--- src/rtl/branch_update_queue_if.sv ---
// Execute-to-predictor branch update bundle: two resolved-branch enqueue slots in,
// two Gshare update slots out, plus flush/hold/stall handshake.
interface branch_update_queue_if #(
  parameter int IDXW = 4
) ();
  logic            flush;
  logic            upd_hold;
  logic            uq_stall;

  logic            exA_valid,       exB_valid;
  logic [63:0]     exA_PC,          exB_PC;
  logic [63:0]     exA_target,      exB_target;
  logic [63:0]     exA_pred_target, exB_pred_target;
  logic [IDXW-1:0] exA_pht_idx,     exB_pht_idx;
  logic            exA_taken,       exB_taken;
  logic            exA_pred_taken,  exB_pred_taken;

  logic            Gshare_update_enA,        Gshare_update_enB;
  logic [63:0]     branch_PCA,               branch_PCB;
  logic [63:0]     branch_target_PCA,        branch_target_PCB;
  logic [IDXW-1:0] branch_PHT_idxA,          branch_PHT_idxB;
  logic            previous_true_resultA,    previous_true_resultB;
  logic            previous_predict_resultA, previous_predict_resultB;
  logic            need_take_branchA,        need_take_branchB;
  logic            mispredict_branchA,       mispredict_branchB;

  modport master (
    output flush, upd_hold,
    output exA_valid, exB_valid, exA_PC, exB_PC, exA_target, exB_target,
    output exA_pred_target, exB_pred_target, exA_pht_idx, exB_pht_idx,
    output exA_taken, exB_taken, exA_pred_taken, exB_pred_taken,
    input  uq_stall, Gshare_update_enA, Gshare_update_enB,
    input  branch_PCA, branch_PCB, branch_target_PCA, branch_target_PCB,
    input  branch_PHT_idxA, branch_PHT_idxB,
    input  previous_true_resultA, previous_true_resultB,
    input  previous_predict_resultA, previous_predict_resultB,
    input  need_take_branchA, need_take_branchB,
    input  mispredict_branchA, mispredict_branchB
  );

  modport slave (
    input  flush, upd_hold,
    input  exA_valid, exB_valid, exA_PC, exB_PC, exA_target, exB_target,
    input  exA_pred_target, exB_pred_target, exA_pht_idx, exB_pht_idx,
    input  exA_taken, exB_taken, exA_pred_taken, exB_pred_taken,
    output uq_stall, Gshare_update_enA, Gshare_update_enB,
    output branch_PCA, branch_PCB, branch_target_PCA, branch_target_PCB,
    output branch_PHT_idxA, branch_PHT_idxB,
    output previous_true_resultA, previous_true_resultB,
    output previous_predict_resultA, previous_predict_resultB,
    output need_take_branchA, need_take_branchB,
    output mispredict_branchA, mispredict_branchB
  );
endinterface

--- src/rtl/branch_update_queue.sv ---
// Dual-ported circular queue buffering resolved branches from execute until the
// Gshare predictor can absorb them, two per cycle, oldest first.
module branch_update_queue #(
  parameter int DEPTH = 8,
  parameter int IDXW  = 4
) (
  input logic clock,
  input logic reset,
  branch_update_queue_if.slave bus
);
  localparam int PTRW = $clog2(DEPTH);
  localparam int CNTW = PTRW + 1;
  localparam logic [CNTW-1:0] DEPTH_C = CNTW'(DEPTH);

  typedef struct packed {
    logic [63:0]     pc;
    logic [63:0]     target;
    logic [IDXW-1:0] idx;
    logic            taken;
    logic            pred_taken;
    logic            need_take;
    logic            mispredict;
  } entry_t;

  entry_t          mem_q [DEPTH];
  logic [PTRW-1:0] head_q, head_d, tail_q, tail_d, wr_b_ptr, head_p1;
  logic [CNTW-1:0] count_q, count_d, free;
  logic            acc_a, acc_b, en_a, en_b;
  entry_t          ent_a, ent_b, out_a, out_b;

  function automatic entry_t mk_entry(input logic [63:0] pc, input logic [63:0] tgt,
                                      input logic [63:0] ptgt, input logic [IDXW-1:0] idx,
                                      input logic tk, input logic ptk);
    entry_t e;
    e.pc         = pc;
    e.target     = tgt;
    e.idx        = idx;
    e.taken      = tk;
    e.pred_taken = ptk;
    e.need_take  = tk & (!ptk | (tgt != ptgt));
    e.mispredict = ptk & !tk;
    return e;
  endfunction

  always_comb begin
    ent_a = mk_entry(bus.exA_PC, bus.exA_target, bus.exA_pred_target,
                     bus.exA_pht_idx, bus.exA_taken, bus.exA_pred_taken);
    ent_b = mk_entry(bus.exB_PC, bus.exB_target, bus.exB_pred_target,
                     bus.exB_pht_idx, bus.exB_taken, bus.exB_pred_taken);
  end

  // Room is judged on the registered count only; a same-cycle dequeue frees nothing.
  always_comb begin
    free     = DEPTH_C - count_q;
    acc_a    = bus.exA_valid && (free != '0);
    acc_b    = bus.exB_valid && (bus.exA_valid ? (free >= CNTW'(2)) : (free != '0));
    wr_b_ptr = acc_a ? tail_q + PTRW'(1) : tail_q;
    en_a     = !bus.upd_hold && (count_q >= CNTW'(1));
    en_b     = !bus.upd_hold && (count_q >= CNTW'(2));
    head_p1  = head_q + PTRW'(1);

    if (bus.flush) begin
      head_d  = '0;
      tail_d  = '0;
      count_d = '0;
    end else begin
      head_d  = head_q + PTRW'(en_a) + PTRW'(en_b);
      tail_d  = tail_q + PTRW'(acc_a) + PTRW'(acc_b);
      count_d = count_q + CNTW'(acc_a) + CNTW'(acc_b) - CNTW'(en_a) - CNTW'(en_b);
    end
  end

  always_ff @(posedge clock or posedge reset) begin
    if (reset) begin
      head_q  <= '0;
      tail_q  <= '0;
      count_q <= '0;
    end else begin
      head_q  <= head_d;
      tail_q  <= tail_d;
      count_q <= count_d;
    end
  end

  // Entry storage carries no reset; validity is tracked entirely by count_q.
  always_ff @(posedge clock) begin
    if (!bus.flush) begin
      if (acc_a) mem_q[tail_q]   <= ent_a;
      if (acc_b) mem_q[wr_b_ptr] <= ent_b;
    end
  end

  always_comb begin
    out_a = en_a ? mem_q[head_q]  : '0;
    out_b = en_b ? mem_q[head_p1] : '0;
  end

  assign bus.uq_stall                 = (free < CNTW'(2));
  assign bus.Gshare_update_enA        = en_a;
  assign bus.Gshare_update_enB        = en_b;
  assign bus.branch_PCA               = out_a.pc;
  assign bus.branch_PCB               = out_b.pc;
  assign bus.branch_target_PCA        = out_a.target;
  assign bus.branch_target_PCB        = out_b.target;
  assign bus.branch_PHT_idxA          = out_a.idx;
  assign bus.branch_PHT_idxB          = out_b.idx;
  assign bus.previous_true_resultA    = out_a.taken;
  assign bus.previous_true_resultB    = out_b.taken;
  assign bus.previous_predict_resultA = out_a.pred_taken;
  assign bus.previous_predict_resultB = out_b.pred_taken;
  assign bus.need_take_branchA        = out_a.need_take;
  assign bus.need_take_branchB        = out_b.need_take;
  assign bus.mispredict_branchA       = out_a.mispredict;
  assign bus.mispredict_branchB       = out_b.mispredict;
endmodule

--- src/flat_wrapper.sv ---
// flat-port wrapper written by rule: the top's interface ports become plain ports
module branch_update_queue_flat 
#(
  parameter int DEPTH = 8,
  parameter int IDXW  = 4
)
  (clock, reset, bus_flush, bus_upd_hold, bus_exA_valid, bus_exB_valid, bus_exA_PC, bus_exB_PC, bus_exA_target, bus_exB_target, bus_exA_pred_target, bus_exB_pred_target, bus_exA_pht_idx, bus_exB_pht_idx, bus_exA_taken, bus_exB_taken, bus_exA_pred_taken, bus_exB_pred_taken, bus_uq_stall, bus_Gshare_update_enA, bus_Gshare_update_enB, bus_branch_PCA, bus_branch_PCB, bus_branch_target_PCA, bus_branch_target_PCB, bus_branch_PHT_idxA, bus_branch_PHT_idxB, bus_previous_true_resultA, bus_previous_true_resultB, bus_previous_predict_resultA, bus_previous_predict_resultB, bus_need_take_branchA, bus_need_take_branchB, bus_mispredict_branchA, bus_mispredict_branchB);
  branch_update_queue_if #(.IDXW(IDXW)) bus_i ();
  input logic clock;
  input logic reset;
  input wire logic [$bits(bus_i.flush)-1:0] bus_flush;
  input wire logic [$bits(bus_i.upd_hold)-1:0] bus_upd_hold;
  input wire logic [$bits(bus_i.exA_valid)-1:0] bus_exA_valid;
  input wire logic [$bits(bus_i.exB_valid)-1:0] bus_exB_valid;
  input wire logic [$bits(bus_i.exA_PC)-1:0] bus_exA_PC;
  input wire logic [$bits(bus_i.exB_PC)-1:0] bus_exB_PC;
  input wire logic [$bits(bus_i.exA_target)-1:0] bus_exA_target;
  input wire logic [$bits(bus_i.exB_target)-1:0] bus_exB_target;
  input wire logic [$bits(bus_i.exA_pred_target)-1:0] bus_exA_pred_target;
  input wire logic [$bits(bus_i.exB_pred_target)-1:0] bus_exB_pred_target;
  input wire logic [$bits(bus_i.exA_pht_idx)-1:0] bus_exA_pht_idx;
  input wire logic [$bits(bus_i.exB_pht_idx)-1:0] bus_exB_pht_idx;
  input wire logic [$bits(bus_i.exA_taken)-1:0] bus_exA_taken;
  input wire logic [$bits(bus_i.exB_taken)-1:0] bus_exB_taken;
  input wire logic [$bits(bus_i.exA_pred_taken)-1:0] bus_exA_pred_taken;
  input wire logic [$bits(bus_i.exB_pred_taken)-1:0] bus_exB_pred_taken;
  output wire logic [$bits(bus_i.uq_stall)-1:0] bus_uq_stall;
  output wire logic [$bits(bus_i.Gshare_update_enA)-1:0] bus_Gshare_update_enA;
  output wire logic [$bits(bus_i.Gshare_update_enB)-1:0] bus_Gshare_update_enB;
  output wire logic [$bits(bus_i.branch_PCA)-1:0] bus_branch_PCA;
  output wire logic [$bits(bus_i.branch_PCB)-1:0] bus_branch_PCB;
  output wire logic [$bits(bus_i.branch_target_PCA)-1:0] bus_branch_target_PCA;
  output wire logic [$bits(bus_i.branch_target_PCB)-1:0] bus_branch_target_PCB;
  output wire logic [$bits(bus_i.branch_PHT_idxA)-1:0] bus_branch_PHT_idxA;
  output wire logic [$bits(bus_i.branch_PHT_idxB)-1:0] bus_branch_PHT_idxB;
  output wire logic [$bits(bus_i.previous_true_resultA)-1:0] bus_previous_true_resultA;
  output wire logic [$bits(bus_i.previous_true_resultB)-1:0] bus_previous_true_resultB;
  output wire logic [$bits(bus_i.previous_predict_resultA)-1:0] bus_previous_predict_resultA;
  output wire logic [$bits(bus_i.previous_predict_resultB)-1:0] bus_previous_predict_resultB;
  output wire logic [$bits(bus_i.need_take_branchA)-1:0] bus_need_take_branchA;
  output wire logic [$bits(bus_i.need_take_branchB)-1:0] bus_need_take_branchB;
  output wire logic [$bits(bus_i.mispredict_branchA)-1:0] bus_mispredict_branchA;
  output wire logic [$bits(bus_i.mispredict_branchB)-1:0] bus_mispredict_branchB;
  assign bus_i.flush = bus_flush;
  assign bus_i.upd_hold = bus_upd_hold;
  assign bus_i.exA_valid = bus_exA_valid;
  assign bus_i.exB_valid = bus_exB_valid;
  assign bus_i.exA_PC = bus_exA_PC;
  assign bus_i.exB_PC = bus_exB_PC;
  assign bus_i.exA_target = bus_exA_target;
  assign bus_i.exB_target = bus_exB_target;
  assign bus_i.exA_pred_target = bus_exA_pred_target;
  assign bus_i.exB_pred_target = bus_exB_pred_target;
  assign bus_i.exA_pht_idx = bus_exA_pht_idx;
  assign bus_i.exB_pht_idx = bus_exB_pht_idx;
  assign bus_i.exA_taken = bus_exA_taken;
  assign bus_i.exB_taken = bus_exB_taken;
  assign bus_i.exA_pred_taken = bus_exA_pred_taken;
  assign bus_i.exB_pred_taken = bus_exB_pred_taken;
  assign bus_uq_stall = bus_i.uq_stall;
  assign bus_Gshare_update_enA = bus_i.Gshare_update_enA;
  assign bus_Gshare_update_enB = bus_i.Gshare_update_enB;
  assign bus_branch_PCA = bus_i.branch_PCA;
  assign bus_branch_PCB = bus_i.branch_PCB;
  assign bus_branch_target_PCA = bus_i.branch_target_PCA;
  assign bus_branch_target_PCB = bus_i.branch_target_PCB;
  assign bus_branch_PHT_idxA = bus_i.branch_PHT_idxA;
  assign bus_branch_PHT_idxB = bus_i.branch_PHT_idxB;
  assign bus_previous_true_resultA = bus_i.previous_true_resultA;
  assign bus_previous_true_resultB = bus_i.previous_true_resultB;
  assign bus_previous_predict_resultA = bus_i.previous_predict_resultA;
  assign bus_previous_predict_resultB = bus_i.previous_predict_resultB;
  assign bus_need_take_branchA = bus_i.need_take_branchA;
  assign bus_need_take_branchB = bus_i.need_take_branchB;
  assign bus_mispredict_branchA = bus_i.mispredict_branchA;
  assign bus_mispredict_branchB = bus_i.mispredict_branchB;
  branch_update_queue #(.DEPTH(DEPTH), .IDXW(IDXW)) u_core (.clock(clock), .reset(reset), .bus(bus_i));
endmodule
--- config.mk ---
export PLATFORM = sky130hd
export DESIGN_NAME = branch_update_queue_flat
export DESIGN_NICKNAME = d
export VERILOG_FILES = /design/src/rtl/branch_update_queue_if.sv /design/src/rtl/branch_update_queue.sv /design/src/flat_wrapper.sv
export SDC_FILE = /design/constraint.sdc
export NUM_CORES = 2
export LEC_CHECK = 0
export CORE_MARGIN = 8
export CORE_UTILIZATION = 47
export CTS_CLUSTER_SIZE = 8
export DETAILED_ROUTE_END_ITERATION = 8
export PLACE_DENSITY = 0.65
export SLEW_MARGIN = 0
export SYNTH_ARGS = -nofsm -noshare
export SYNTH_HDL_FRONTEND = slang
export SYNTH_SLANG_ARGS = --single-unit
--- constraint.sdc ---
create_clock -name clock -period 26.5 [get_ports clock]
set_clock_uncertainty 0.15 [all_clocks]
set_input_delay 7.95 -clock clock [delete_from_list [all_inputs] [get_ports clock]]
set_output_delay 7.95 -clock clock [all_outputs]
set_load 0.005 [all_outputs]
==> run_results.csv <==
group,metric,value,unit
place,place_congestion,0.898,
synth,muxShareOfSynthArea,39.4,%
cells_and_area,final_util,56.2,%
power,pwr-share-clk,24.0,%
clock_network,post_cts_buffers,0,
synth,synth_edf_count,1088,
synth,synth_top_area_share,50.1,%
place,pre_cts_slack,7.72,ns
routing,dr_total_vias,42600,
routing,wl_per_cell,35.3,um
synth,netlist_instances,4173,
sta,clock.fmax,53.4,MHz
sta,hold_viol,0,
global_routing,grt_pass1_vias,44400,
power,p_int,4840,uW
worst_setup_path,worstRegToRegCells,10,
worst_setup_path,critPathLaunchType,"primary input",
clock_network,clk_pin_slew_worst_paths,0.05,ns
status,status,"finished, final reports clean",
clock_network,tritoncts,"done",
clock_network,clockBufferDepth,3,
synth,yosys_warnings,0,
cells_and_area,drive_gt1_share,37.1,%
global_routing,overflow,0,
die,ios,677,
routing,wirelength,229000,um
synth,synth_compound_area_share,1.89,%
synth,seq_area_frac_synth,50.5,%
die,coreArea,138000,um2
place,dp_hpwl,141000,um
min_path,min_to,"u_core.count_q[2]",
die,fp-row-count,136,
power,p_sw,2610,uW
worst_setup_path,crit_fanout,78,
power,p_sw_share,35.0,%
clock_network,cts_htree_levels,4,
routing,dr.pass1.iters,5,
worst_setup_path,r2r_start,"u_core.count_q[1]",
die,die_h,389,um
global_routing,antenna_found_initial,50,
synth,ys.flop_type,"edfxtp_1",
worst_setup_path,path_class,"in -> out",
sta,final_max_slew_viol_count,0,
min_path,hold_path_startpoint,"u_core.count_q[2]",
sta,finalSetupViolations,0,
worst_setup_path,cp-end-kind,"output pin",
global_routing,grt_max_degree,151,
sta,max_slew_margin,19.5,%
cells_and_area,nFillCells,11000,
global_routing,track_usage,29.5,%
synth,synth-simple-area-share,3.28,%
synth,synthArstFlopShare,0.911,%
sta,period_share,70.7,%
min_path,holdCritPathClass,"reg -> reg",
min_path,hold_depth,2,
synth,synth.distinct_cells,60,
worst_setup_path,rrSetupSlack,21.32,ns
place,portBuffers,676,
power,power_density,96.4,nW/um2
worst_setup_path,critPathRequiredTime,18.40,ns
cells_and_area,final_cells,6490,
cells_and_area,fin_nets,5059,
power,p_leak,0.0249,uW
cells_and_area,multi_input_area,30400,um2
sta,tightest_slew,1.19,ns
synth,netlist_area,65300,um2
sta,fin_ws,7.77,ns
clock_network,cts-root-buf,"clkbuf_16",
routing,ant_nets,0,
die,die_area,151000,um2
synth,synth_top_family_by_area,"multiplexers",
clock_network,clk_latency,0.77,ns
synth,ys_ff_latch,1098,
cells_and_area,seqCellArea,32900,um2
power,design_power_total,7460,uW
cells_and_area,area_growth,18.6,%
power,comb_power_share,44.9,%
die,fp.dieW,389,um
worst_setup_path,timing.rr.end,"u_core.mem_q[0][14]",
synth,synthAdderAreaFrac,0.364,%
synth,synth_xor_area_share,1.32,%
die,initial_core_util,47.4,%
routing,drt_iter0_drc,4343,
sta,fin_crit,18.73,ns
synth,avgSynthCellArea,15.6,um2
power,peakVddDrop,0.000121,V
worst_setup_path,arrival,10.63,ns
clock_network,post_cts_resized,0,
sta,rsz0062_at_grt,"no",
power,seqPwrFrac,31.1,%
sta,tns,0,ns
global_routing,grt_pass1_wl,325000,um
synth,syn_nets,4591,
clock_network,cts_inserted_buffers,155,
place,placed_cells,6278,
routing,viasPerCell,6.57,
job,maxCapViolations,0,
synth,synthTopCellsByArea,"edfxtp_1, mux4_2, mux2_2, mux2i_1, mux2_1",
clock_network,cts_sinks,1098,
clock_network,cts_hold_buf,0,
routing,drc_errors,0,
synth,synth_top_cell_by_area,"edfxtp_1",
-- synthesized netlist by cell type (4+ instances only) --
library cell,number
buf_4,17
a2111oi_0,4
o22ai_1,11
o21ai_0,19
buf_6,25
dfrtp_1,10
nand2_1,286
nand4_1,13
mux2i_1,160
edfxtp_1,1088
nor2b_1,12
o2bb2ai_1,5
mux4_2,544
nand3_1,15
a21oi_1,138
xor2_1,62
clkbuf_1,195
xnor2_1,36
fa_1,5
nor3_1,4
nand2b_1,12
nor4_1,17
buf_2,79
mux2_1,132
mux2_2,921
nor2_1,148
o21a_1,4
inv_1,44
ha_1,11
buf_1,116
-- kinds of logic after synthesis --
group / count (synthesis)
multiplexers: 1757
XOR/XNOR: 98
flip-flops: 1098
AO/OA/AOI/OAI: 208
buffers and inverters: 480
AND/OR/NAND/NOR: 516
adder cells (fa/ha/maj): 16
-- final cells by class --
type,count,area share [%]
Sequential cell,1098,42.6
Multi-Input combinational cell,2595,39.3
Timing Repair Buffer,744,9.57
Clock buffer,173,5.24
Tap cell,1794,2.90
Inverter,47,0.228
Clock inverter,5,0.121
Antenna cell,34,0.110
-- worst max path at each step --
stage,to,from,slack [ns],depth (start not counted)
6_report,bus_branch_PCB[19],bus_upd_hold,7.77,5
5_1_grt,bus_Gshare_update_enB,bus_upd_hold,7.64,5
4_1_cts,bus_Gshare_update_enB,bus_upd_hold,7.71,5
3_5_place_dp,bus_Gshare_update_enB,bus_upd_hold,7.72,5
3_3_place_gp,bus_Gshare_update_enB,bus_upd_hold,7.79,5
2_1_floorplan,u_core.mem_q[2][0],bus_exA_valid,3.32,5
-- through the flow --
| step | cell area [um2] | hold slack [ns] |
|---|---|---|
| 3_3_place_gp | 73100 | 0.533 |
| 3_5_place_dp | 73100 | 0.521 |
| 6_report | 77400 | 0.542 |
| 4_1_cts | 77300 | 0.535 |
| 2_1_floorplan | 65300 | 0.475 |
| 5_1_grt | 77300 | 0.601 |
-- flip-flops by register name, summed over array words and instances, names as in the netlist --
register / count
u_core.tail_q: 3
u_core.head_q: 3
u_core.mem_q: 1088
u_core.count_q: 4
-- routing by layer --
metal / track usage [%] / share of wire [%] / vias up
met5: 0 / 0.072 / -
met4: 12.8 / 4.6 / 26
met3: 7.69 / 9.1 / 422
met2: 48.2 / 48 / 2207
met1: 37.2 / 39 / 22400
li1: - / - / 17500
-- power groups by stage --
stage                     Combinational, uW  Clock, uW  Sequential (uW)
after detailed placement               3360          0             2350
after floorplan                        2050          0             2340
after global placement                 3360          0             2340
after global routing                   3530       1880             2340
final                                  3350       1790             2320
after CTS                              3370       1810             2310
-- placed cells by master, fill, tap and decap left out, drive strengths merged, types with 5 or more instances in the layout --
cell type and count:
edfxtp 1088, mux2 1053, clkdlybuf4s50 676, mux4 544, nand2 287, clkbuf 173
mux2i 160, nor2 148, a21oi 138, buf 68, xor2 62, inv 47
xnor2 36, diode 34, o21ai 19, nor4 17, nand3 15, nand4 13
nand2b 12, nor2b 12, o22ai 11, ha 11, dfrtp 10, o2bb2ai 5
fa 5, clkinv 5
-- critical path, cell delays in order --
cell and delay [ns]:
clkdlybuf4s50_1 0.54, a21o_4 0.68, buf_4 0.69, a21oi_1 0.11, clkdlybuf4s50_1 0.50
Note: power is estimated with default switching activity, not from simulation.
